$ cat config.mk
export PLATFORM = sky130hd
export DESIGN_NAME = pb_mesh_edge_sink
export DESIGN_NICKNAME = d
export VERILOG_FILES = /design/src/rtl/pb_mesh_edge_sink.sv
export SDC_FILE = /design/constraint.sdc
export NUM_CORES = 1
export LEC_CHECK = 0
export CORE_AREA = 2 2 360 362
export DETAILED_ROUTE_END_ITERATION = 16
export DIE_AREA = 0 0 362 364
export PLACE_DENSITY = 0.3
export SLEW_MARGIN = 5
export SYNTH_ARGS = -nofsm -noshare
export SYNTH_HDL_FRONTEND = slang
export SYNTH_SLANG_ARGS = --single-unit
export TNS_END_PERCENT = 30
$ cat constraint.sdc
create_clock -name clk_i -period 3.1 [get_ports clk_i]
set_input_delay 0.31 -clock clk_i [delete_from_list [all_inputs] [get_ports clk_i]]
set_output_delay 0.31 -clock clk_i [all_outputs]
set_load 0.02 [all_outputs]
$ cat src/rtl/pb_mesh_edge_sink.sv
// pb_mesh_edge_sink: absorbs flits arriving on mesh-boundary ports, counting drops per direction.
// Optional first-dropped-flit capture is built when PB_EDGE_SINK_HDR_CAPTURE_EN is defined.
module pb_mesh_edge_sink #(
    parameter int NumXMesh  = 3,
    parameter int NumYMesh  = 2,
    parameter int NumChan   = 3,
    parameter int FlitWidth = 64,
    parameter int CntWidth  = 16
) (
    input  logic                              clk_i,
    input  logic                              rst_ni,
    input  logic [(NumXMesh > 1 ? $clog2(NumXMesh) : 1)-1:0] id_x_i,
    input  logic [(NumYMesh > 1 ? $clog2(NumYMesh) : 1)-1:0] id_y_i,
    input  logic [4*NumChan-1:0]              valid_i,
    output logic [4*NumChan-1:0]              ready_o,
    input  logic [4*NumChan*FlitWidth-1:0]    flit_i,
    input  logic                              clear_i,
    output logic [4*CntWidth-1:0]             cnt_o,
    output logic [3:0]                        err_dir_o,
    output logic                              irq_o,
    output logic [FlitWidth-1:0]              hdr_o,
    output logic [1:0]                        hdr_dir_o,
    output logic                              hdr_vld_o
);
    localparam int XW = NumXMesh > 1 ? $clog2(NumXMesh) : 1;
    localparam int YW = NumYMesh > 1 ? $clog2(NumYMesh) : 1;
    logic [3:0]              tie;
    logic [4*NumChan-1:0]    fire;
    logic [4*CntWidth-1:0]   cnt_q, cnt_d;
    logic [3:0]              err_q, err_d;
    logic [CntWidth:0]       pc, sum;
    // Direction bit order: North=0, East=1, South=2, West=3
    always_comb begin
        tie = {id_x_i == '0, id_y_i == '0, id_x_i == XW'(NumXMesh-1), id_y_i == YW'(NumYMesh-1)};
        for (int i = 0; i < 4*NumChan; i++) ready_o[i] = rst_ni & tie[i/NumChan];
        fire = valid_i & ready_o;
    end
    always_comb begin
        cnt_d = cnt_q;
        err_d = err_q;
        pc    = '0;
        sum   = '0;
        for (int d = 0; d < 4; d++) begin
            pc = '0;
            for (int c = 0; c < NumChan; c++) pc = pc + (CntWidth+1)'(fire[d*NumChan+c]);
            sum = {1'b0, cnt_q[d*CntWidth +: CntWidth]} + pc;
            cnt_d[d*CntWidth +: CntWidth] = sum[CntWidth] ? '1 : sum[CntWidth-1:0];
            err_d[d] = err_q[d] | (|fire[d*NumChan +: NumChan]);
        end
    end
    always_ff @(posedge clk_i) begin
        if (!rst_ni || clear_i) begin
            cnt_q <= '0;
            err_q <= '0;
        end else begin
            cnt_q <= cnt_d;
            err_q <= err_d;
        end
    end
    assign cnt_o     = cnt_q;
    assign err_dir_o = err_q;
    assign irq_o     = |err_q;
`ifdef PB_EDGE_SINK_HDR_CAPTURE_EN
    logic [FlitWidth-1:0] hdr_q, hdr_d;
    logic [1:0]           hdr_dir_q, hdr_dir_d;
    logic                 hdr_vld_q, hdr_vld_d;
    // Scan from the top so the lowest-indexed fired lane wins
    always_comb begin
        hdr_d     = hdr_q;
        hdr_dir_d = hdr_dir_q;
        hdr_vld_d = hdr_vld_q;
        if (!hdr_vld_q) begin
            for (int i = 4*NumChan-1; i >= 0; i--) begin
                if (fire[i]) begin
                    hdr_d     = flit_i[i*FlitWidth +: FlitWidth];
                    hdr_dir_d = 2'(i/NumChan);
                    hdr_vld_d = 1'b1;
                end
            end
        end
    end
    always_ff @(posedge clk_i) begin
        if (!rst_ni || clear_i) begin
            hdr_q     <= '0;
            hdr_dir_q <= '0;
            hdr_vld_q <= 1'b0;
        end else begin
            hdr_q     <= hdr_d;
            hdr_dir_q <= hdr_dir_d;
            hdr_vld_q <= hdr_vld_d;
        end
    end
    assign hdr_o     = hdr_q;
    assign hdr_dir_o = hdr_dir_q;
    assign hdr_vld_o = hdr_vld_q;
`else
    assign hdr_o     = '0;
    assign hdr_dir_o = '0;
    assign hdr_vld_o = 1'b0;
`endif
endmodule

Yosys cells after proc, flatten, opt, wreduce, memory -nomap -nowiden

Cells that the tools add are included.

Add/sub/neg operators: 12
Equality and inequality tests: 1
Multiplexer cells: 4
Bitwise gates (word level): 10
Reduce and logical (&&, ||, !) cells: 8

Operators by type and width:

| kind                                  | number |
|---|---|
| adder 16 x 3 -> 17 bit                | 4 |
| two-way mux 16 bit                    | 4 |
| adder 2 x 1 -> 3 bit                  | 4 |
| AND 12 bit                            | 1 |
| OR reduction 3 bit                    | 4 |
| adder 1 x 1 -> 2 bit                  | 4 |
| AND 1 bit                             | 4 |
| OR 1 bit                              | 4 |
| OR reduction 4 bit                    | 1 |
| == test 2 bit (second input constant) | 1 |
| logical NOT 2 bit                     | 1 |
| logical NOT 1 bit                     | 1 |
| logical OR 1 bit                      | 1 |
| inverter 1 bit                        | 1 |

Register bits after elaboration: 68
Input port bits: 786
Output and inout bits: 148
Logic and storage cells: 37

Logic depth before layout (Yosys ltp)

Gate-level depths: netlist (run 1).

Depth in word-level cells: 7
Depth in mapped cells: 12

Worst setup path after synthesis (run 1)

OpenSTA, ideal clock, no wires.

Kind: input to register
Start point: input port id_x_i[1] in the netlist's numbering
End point: register cnt_q[55], in the netlist cnt_o[55]
Library setup time: 73 ps
Arrival time: 3,163 ps
Required time: 3,027 ps
Path slack: -136 ps
Stages: 11
Path through: nor3b_1 nand2_1 fa_1 inv_1 ha_1 fa_1 nand3_2 nor4_4 nand4_2 buf_6 a21oi_1

Word-level cells in the longest chain between the ends: 7

Ends and longest elaborated chain:

| what                     | line | RTL |
|---|---|---|
| start, declared          | 12   | `input logic [(NumXMesh > 1 ? $clog2(NumXMesh) : 1)-1:0] id_x_i,` |
| logical NOT 2 bit *      | 34   | `tie = {id_x_i == '0, id_y_i == '0, id_x_i == XW'(NumXMesh-1), id_y_i == YW'(NumYMesh-1)};` |
| AND 1 bit *              | 35   | `for (int i = 0; i < 4*NumChan; i++) ready_o[i] = rst_ni & tie[i/NumChan];` |
| AND 12 bit *             | 36   | `fire = valid_i & ready_o;` |
| adder 1 x 1 -> 2 bit     | 45   | `for (int c = 0; c < NumChan; c++) pc = pc + (CntWidth+1)'(fire[d*NumChan+c]);` |
| adder 2 x 1 -> 3 bit *   | 45   |  |
| adder 16 x 3 -> 17 bit * | 46   | `sum = {1'b0, cnt_q[d*CntWidth +: CntWidth]} + pc;` |
| two-way mux 16 bit *     | 47   | `cnt_d[d*CntWidth +: CntWidth] = sum[CntWidth] ? '1 : sum[CntWidth-1:0];` |
| end signal, assigned     | 56   | `cnt_q <= cnt_d;` |
| end, declared            | 29   | `logic [4*CntWidth-1:0] cnt_q, cnt_d;` |

Mark *: on every way between the ends. The rest lies on a longest branch, timed or not.
A chain may end at the register's enable or synchronous reset.

Final worst setup path (run 1)

Start point: input port id_x_i[1] in the netlist's numbering
End point: register cnt_q[28], in the netlist cnt_o[28]

Word-level cells in the longest chain between the ends: 7

Ends and longest elaborated chain:

| what                     | line |
|---|---|
| == test 2 bit *          | 34 |
| AND 1 bit *              | 35 |
| AND 12 bit *             | 36 |
| adder 1 x 1 -> 2 bit     | 45 |
| adder 2 x 1 -> 3 bit *   | 45 |
| adder 16 x 3 -> 17 bit * | 46 |
| two-way mux 16 bit *     | 47 |

Marks and branches as above.

==> flow_summary.toml, run 1 <==
[floorplan]
io_pins = 934
initial_core_util = 0.0321
die_height_um = 364
num_rows = 132
dieArea_mm2 = 0.132
fp.dieW_um = 362
design.core.area_mm2 = 0.128

[yosys]
synth_ff_type = "dfxtp_1"
ys_types = 54
synthTopCellsByArea = "dfxtp_1 (33%), buf_4 (14%), a21oi_1 (5.1%)"
syn_area_mm2 = 0.00413
synthTopCellsByCount = "buf_4 (75), dfxtp_1 (68), a21oi_1 (42)"
synth_edf_count = 0
synth_most_common_cell = "buf_4"
syn_avg_cell_area_um2 = 9.07
synthesis.instances = 455
ys_ff_latch = 68
synthArstFlopShare = 0
yosysWarnings = 0
seq_area_frac_synth = 0.330
synth_top_area_cell = "dfxtp_1"
synth_top_area_share = 0.330

[route]
via_count = 3525
routedWlPerCell_um = 8.26
firstDrtPassIters = 4
drtAntennaViolNets = 0
drtIter0Drc = 158
route.detailed.drc = 0
vias_per_cell = 1.56
wl_um = 18600

[timing]
hold_slack_ns = 0.580
worst_pin_slew_ns = 1.01
rsz0062_at_grt = "no"
min_period_ns = 2.92
finalHoldViolations = 0
max-slew-margin-rel = 0.324
fin_ws_ns = 0.184
drv_slew = 0
fin_crit_sh = 0.941
fin_skew_ns = 0.0137
fmax_ghz = 0.343
setup_viol = 0

[outcome]
status = "finished, final reports clean"

[cells_and_area]
syn_to_final_growth_pct = 80.1
fillCellCount = 15026
layout.nets = 1378
fin_cells = 2257
design_area_mm2 = 0.00743
postLayoutCoreUtil = 0.0579
drive_above_1_share = 0.158

[critical_path]
slowest_stage = "clkdlybuf4s50_1"
reg2reg_from = "cnt_o[32]"
max_stage_delay_ns = 0.52
cp_max_fo = 4
worstSetupEndpointType = "flip-flop"
arrival_ns = 3.20
reg2reg_setup_slack_ns = 0.55
worst-path-buf-inv = 4
cp-start-kind = "primary input"
cp.required_ns = 3.38
crit_type = "in2reg"
crit_chain = "clkdlybuf4s50_1 -> and3b_1 -> nand2_1 -> fa_1 -> inv_1 -> ha_1 -> fa_1 -> nand4_1 -> buf_4 -> nor4_2 -> buf_4 -> and3_1 -> nor3_1"
reg2reg_depth = 10
critPathTopFamily = "adder cells"
r2r_end = "cnt_o[46]"

[grt]
grt_max_degree = 67
use_met3 = 0.0147
grt_pass1_wl_um = 25800
antenna_found_initial = 3
grtUsageTotal = 0.0283
overflow = 0
gr-usage-met2 = 0.0349
grt.met1_usage = 0.0416
busiest_layer = "met1"
grt_pass1_vias = 3426

[power]
p_leak_nw = 2.16
p_per_area_mw_per_mm2 = 307
ir_worst_vdd_uv = 240

[place]
placed_area_mm2 = 0.00707
dp.final_hpwl_um = 15100
io_buffers = 98
placed_cells = 2238
gp_congestion = 0.664
dpl_worst_slack_ns = -0.429

[hold_path]
whs_endpoint = "cnt_o[60]"
hp-class = "reg2reg"
hp-start = "cnt_o[60]"
whs_path_depth = 3

[cts]
clockBufferDepth = 2
numCtsBuffers = 9
clkLatencyLatePin_ns = 0.36
cts_hold_buf = 0
root_buffer = "clkbuf_16"
ctsHtreeMaxLevel = 3
clkSinkCount = 68
cts_tree = "built"
cts.clk_slew.worst_paths_ns = 0.08

[job]
drv_cap = 0
==> worst max path at each step <==
stage | startpoint | end | slack (ns) | cells after the start
global route | id_x_i[1] | cnt_o[28] | 0.06 | 13
CTS | rst_ni | cnt_o[57] | 0.006 | 13
floorplan | rst_ni | cnt_o[45] | -0.09 | 12
detailed placement | rst_ni | cnt_o[57] | -0.43 | 13
global placement | rst_ni | cnt_o[57] | -0.39 | 13
finish | id_x_i[1] | cnt_o[28] | 0.18 | 13
==> layout make-up <==
cell class / instances / area [µm²] / area share
clock buffers: 9 / 225 / 0.0303
multi-input cells: 342 / 2310 / 0.311
inverters: 24 / 90.1 / 0.0121
clock inverters: 7 / 82.6 / 0.0111
diodes: 1 / 2.50 / 0.000337
repair buffers: 131 / 1260 / 0.170
flip-flops and latches: 68 / 1360 / 0.183
well taps: 1675 / 2100 / 0.282
==> per-stage QoR <==
| stage | total power [W] | setup TNS, ns |
|---|---|---|
| floorplan | 0.00111 | -0.865 |
| global placement | 0.00114 | -13.22 |
| detailed placement | 0.00114 | -15.27 |
| CTS | 0.00236 | 0 |
| global route | 0.00241 | 0 |
| finish | 0.00228 | 0 |
==> sequential cells by signal (all words and copies together) (netlist names) <==
name and cells:
cnt_o 64, err_dir_o 4
==> metal layers <==
metal / routed length [µm] / vias up
li1: - / 1703
met1: 9750 / 1669
met2: 6790 / 141
met3: 1930 / 12
met4: 167 / 0
met5: 0 / -
==> worst min-delay path, delay by kind of cell, from the launching register on <==
family | cells | cell delay, ns
flops | 1 | 0.35
simple gates | 2 | 0.14
mux | 1 | 0.06
==> kinds of logic after synthesis <==
family          count (synthesis)  synth area share
simple gates                  135             0.207
compound gates                 84             0.133
flops                          68             0.330
other cells                     1          0.000909
buf+inv                       111             0.180
fa+ha+maj                      16            0.0631
xor+xnor                       38            0.0807
mux                             2           0.00485
==> placed cells by master, fill, tap and decap left out, drive strengths merged, types with 2 or more instances in the layout <==
cell type,Yosys,routed
xnor2,22,22
clkinvlp,0,2
nor3,8,8
and3b,2,2
a41oi,2,2
or4,2,2
mux2i,2,2
nor2b,6,6
clkbuf,8,9
nand3b,2,2
a41o,2,2
nor3b,2,2
nand4,19,19
inv,24,28
a211oi,3,3
nand3,21,21
o211a,2,2
buf,79,33
ha,8,8
clkdlybuf4s50,0,97
and2,6,6
xor2,16,16
and3,11,11
nand2,21,21
and4,6,6
a31oi,8,8
dfxtp,68,68
a21o,3,3
conb,1,67
o21ai,2,2
a21oi,58,58
a311oi,2,2
nor4,11,11
fa,8,8
nor2,13,13
==> repair_timing <==
item | in CTS | in global routing
buffers inserted | 0 | 2
pin swaps | 0 | 3
gates resized for setup | 2 | 9
endpoints found under the setup margin | 13 | 30
==> where the power goes <==
group | total, W | switching [W] | leakage, nW | internal, W
logic | 0.000229 | 0.000161 | 1.47 | 0.0000684
registers | 0.000887 | 0.00000812 | 0.548 | 0.000879
clock network | 0.00117 | 0.000526 | 0.145 | 0.000640
total | 0.00228 | 0.000695 | 2.16 | 0.00159
No activity file was read; power rests on OpenSTA's default activity.
==> run 2, diff against run 1 <==
--- a/config.mk
+++ b/config.mk
@@ -7,8 +7,8 @@
 export LEC_CHECK = 0
 export CORE_AREA = 2 2 360 362
+export CTS_CLUSTER_DIAMETER = 200
 export DETAILED_ROUTE_END_ITERATION = 16
 export DIE_AREA = 0 0 362 364
 export PLACE_DENSITY = 0.3
-export SLEW_MARGIN = 5
 export SYNTH_ARGS = -nofsm -noshare
 export SYNTH_HDL_FRONTEND = slang
==> constraint.sdc (replaced) <==
create_clock -name clk_i -period 3.1 [get_ports clk_i]
set_input_delay 0.31 -clock clk_i [delete_from_list [all_inputs] [get_ports clk_i]]
set_output_delay 0.31 -clock clk_i [all_outputs]
set_load 0.05 [all_outputs]
==> run 2 against run 1 <==
  * Hold slack worse by 0.032 ns
  * Critical path depth unchanged
  * Die area unchanged
  * Final cell count up 0.13%
  * Non-clock buffer count up 3
  * Highest routed layer unchanged
==> flow_summary.toml, run 2 (synthesis results as in run 1) <==
[cts]
root_buffer = "clkbuf_16"
numCtsBuffers = 9
cts_tree = "built"
clockBufferDepth = 2
clkLatencyLatePin_ns = 0.37
cts_hold_buf = 0
ctsHtreeMaxLevel = 3
clkSinkCount = 68
cts.clk_slew.worst_paths_ns = 0.07

[cells_and_area]
layout.nets = 1381
largest_reg_flops = 64
regArea_mm2 = 0.00136
drive_above_1_share = 0.166
fillCellCount = 15008
multi_input_area_mm2 = 0.00231
fin_cells = 2260
postLayoutCoreUtil = 0.0582
syn_to_final_growth_pct = 81.2
final_common_cell = "clkdlybuf4s50_1"
layout_common_cells = "clkdlybuf4s50_1 (95), dfxtp_1 (68), conb_1 (67)"

[timing]
fmax_ghz = 0.339
worst_pin_slew_ns = 1.01
setup_viol = 0
fin_skew_ns = 0.0147
finalHoldViolations = 0
drv_slew = 0
max-slew-margin-rel = 0.329
min_period_ns = 2.95
fin_crit_sh = 0.951

[critical_path]
arrival_ns = 3.15
crit_end = "cnt_o[42]"
reg2reg_depth = 10
worst-path-buf-inv = 4
crit_chain = "clkdlybuf4s50_1 -> buf_4 -> nor2b_4 -> nand2_2 -> fa_1 -> inv_1 -> ha_1 -> fa_2 -> and3_1 -> and4bb_1 -> nand3_1 -> buf_12 -> a21oi_1"
slowest_stage = "fa_1"
cp_max_fo = 13
crit_start = "rst_ni"
reg2reg_setup_slack_ns = 0.58
worstSetupEndpointType = "flip-flop"
cp-start-kind = "primary input"
reg2reg_from = "cnt_o[32]"
max_stage_delay_ns = 0.51
crit_type = "in2reg"
path_depth = 13
r2r_end = "cnt_o[42]"
critPathTopFamily = "adder cells"
cp.required_ns = 3.30

[hold_path]
hp-class = "reg2reg"

[place]
io_buffers = 98
placed_cells = 2242
dp.final_hpwl_um = 15500
gp_congestion = 0.686

[power]
p_per_area_mw_per_mm2 = 322
ir_worst_vdd_uv = 247
p_leak_nw = 2.18

[route]
drtAntennaViolNets = 0
vias_per_cell = 1.56
firstDrtPassIters = 4
wl_um = 18900
via_count = 3531
route.detailed.drc = 0
routedWlPerCell_um = 8.35
drtIter0Drc = 181

[grt]
use_met3 = 0.0162
gr-usage-met2 = 0.0362
grt_pass1_wl_um = 26100
grt_max_degree = 67
grt_pass1_vias = 3386
overflow = 0
busiest_layer = "met1"
antenna_found_initial = 3
grtUsageTotal = 0.0289
grt.met1_usage = 0.0413

[floorplan]
design.core.area_mm2 = 0.128
io_pins = 934
initial_core_util = 0.0321
dieArea_mm2 = 0.132
fp.dieW_um = 362
num_rows = 132
die_height_um = 364

[outcome]
status = "finished, final reports clean"

[job]
drv_cap = 0
==> run 2: changes by cell type in the layout (fill, tap and decap cells not counted), sizes merged <==
cell / previous run / this run
buf: 33 / 39
clkdlybuf4s50: 97 / 95
dlymetal6s2s: 1 / 0
==> run 2: power by group <==
group	switching [W]	leakage, nW	internal (W)	total (W)
logic	0.000299	1.48	0.0000718	0.000371
clock network	0.000515	0.145	0.000639	0.00115
registers	0.00000624	0.548	0.000879	0.000885
==> run 2: through the flow <==
| stage | hold WS (ns) | setup WS, ns | power, W | instance area [µm²] | TNS [ns] |
|---|---|---|---|---|---|
| floorplan | 0.485 | -0.173 | 0.00125 | 4390 | -1.66 |
| global placement | 0.545 | -0.403 | 0.00128 | 7140 | -14.98 |
| detailed placement | 0.538 | -0.381 | 0.00128 | 7140 | -16.21 |
| CTS | 0.542 | 0.00535 | 0.00250 | 7440 | 0 |
| global route | 0.571 | -0.00291 | 0.00255 | 7470 | -0.00291 |
| finish | 0.548 | 0.151 | 0.00241 | 7470 | 0 |
==> run 2: cell type report <==
class,instances,share of cell area
Clock inverter,7,0.0110
Antenna cell,1,0.000335
Inverter,24,0.0121
Sequential cell,68,0.182
Tap cell,1675,0.280
Timing Repair Buffer,134,0.175
Clock buffer,9,0.0301
Multi-Input combinational cell,342,0.309
==> run 2: repair_timing <==
item,CTS,global route
buffers inserted,0,1
setup endpoints to repair,0,33
gates resized for setup,0,7
==> run 2: worst min-delay path by stage <==
| stage | slack, ns | end | depth (start not counted) | startpoint |
|---|---|---|---|---|
| global route | 0.57 | err_dir_o[1] | 3 | valid_i[5] |
| floorplan | 0.48 | cnt_o[12] | 2 | clear_i |
| finish | 0.55 | err_dir_o[2] | 2 | err_dir_o[2] |
| CTS | 0.54 | err_dir_o[1] | 3 | valid_i[5] |
| global placement | 0.55 | err_dir_o[2] | 2 | err_dir_o[2] |
| detailed placement | 0.54 | err_dir_o[2] | 2 | err_dir_o[2] |
==> run 2: worst reg2reg max path, delay by kind of cell (launching register included) <==
family | cells | cell delay (ns)
simple gates | 3 | 0.56
buf+inv | 3 | 0.25
fa+ha+maj | 3 | 1.13
compound gates | 1 | 0.07
flops | 1 | 0.34
==> run 2: layer usage <==
layer / part of all wire / routed length [µm] / vias to the layer above
met5: 0 / 0 / -
met4: 0.010 / 196 / 0
met3: 0.10 / 1900 / 16
met2: 0.37 / 6950 / 144
met1: 0.52 / 9830 / 1661
li1: - / - / 1710
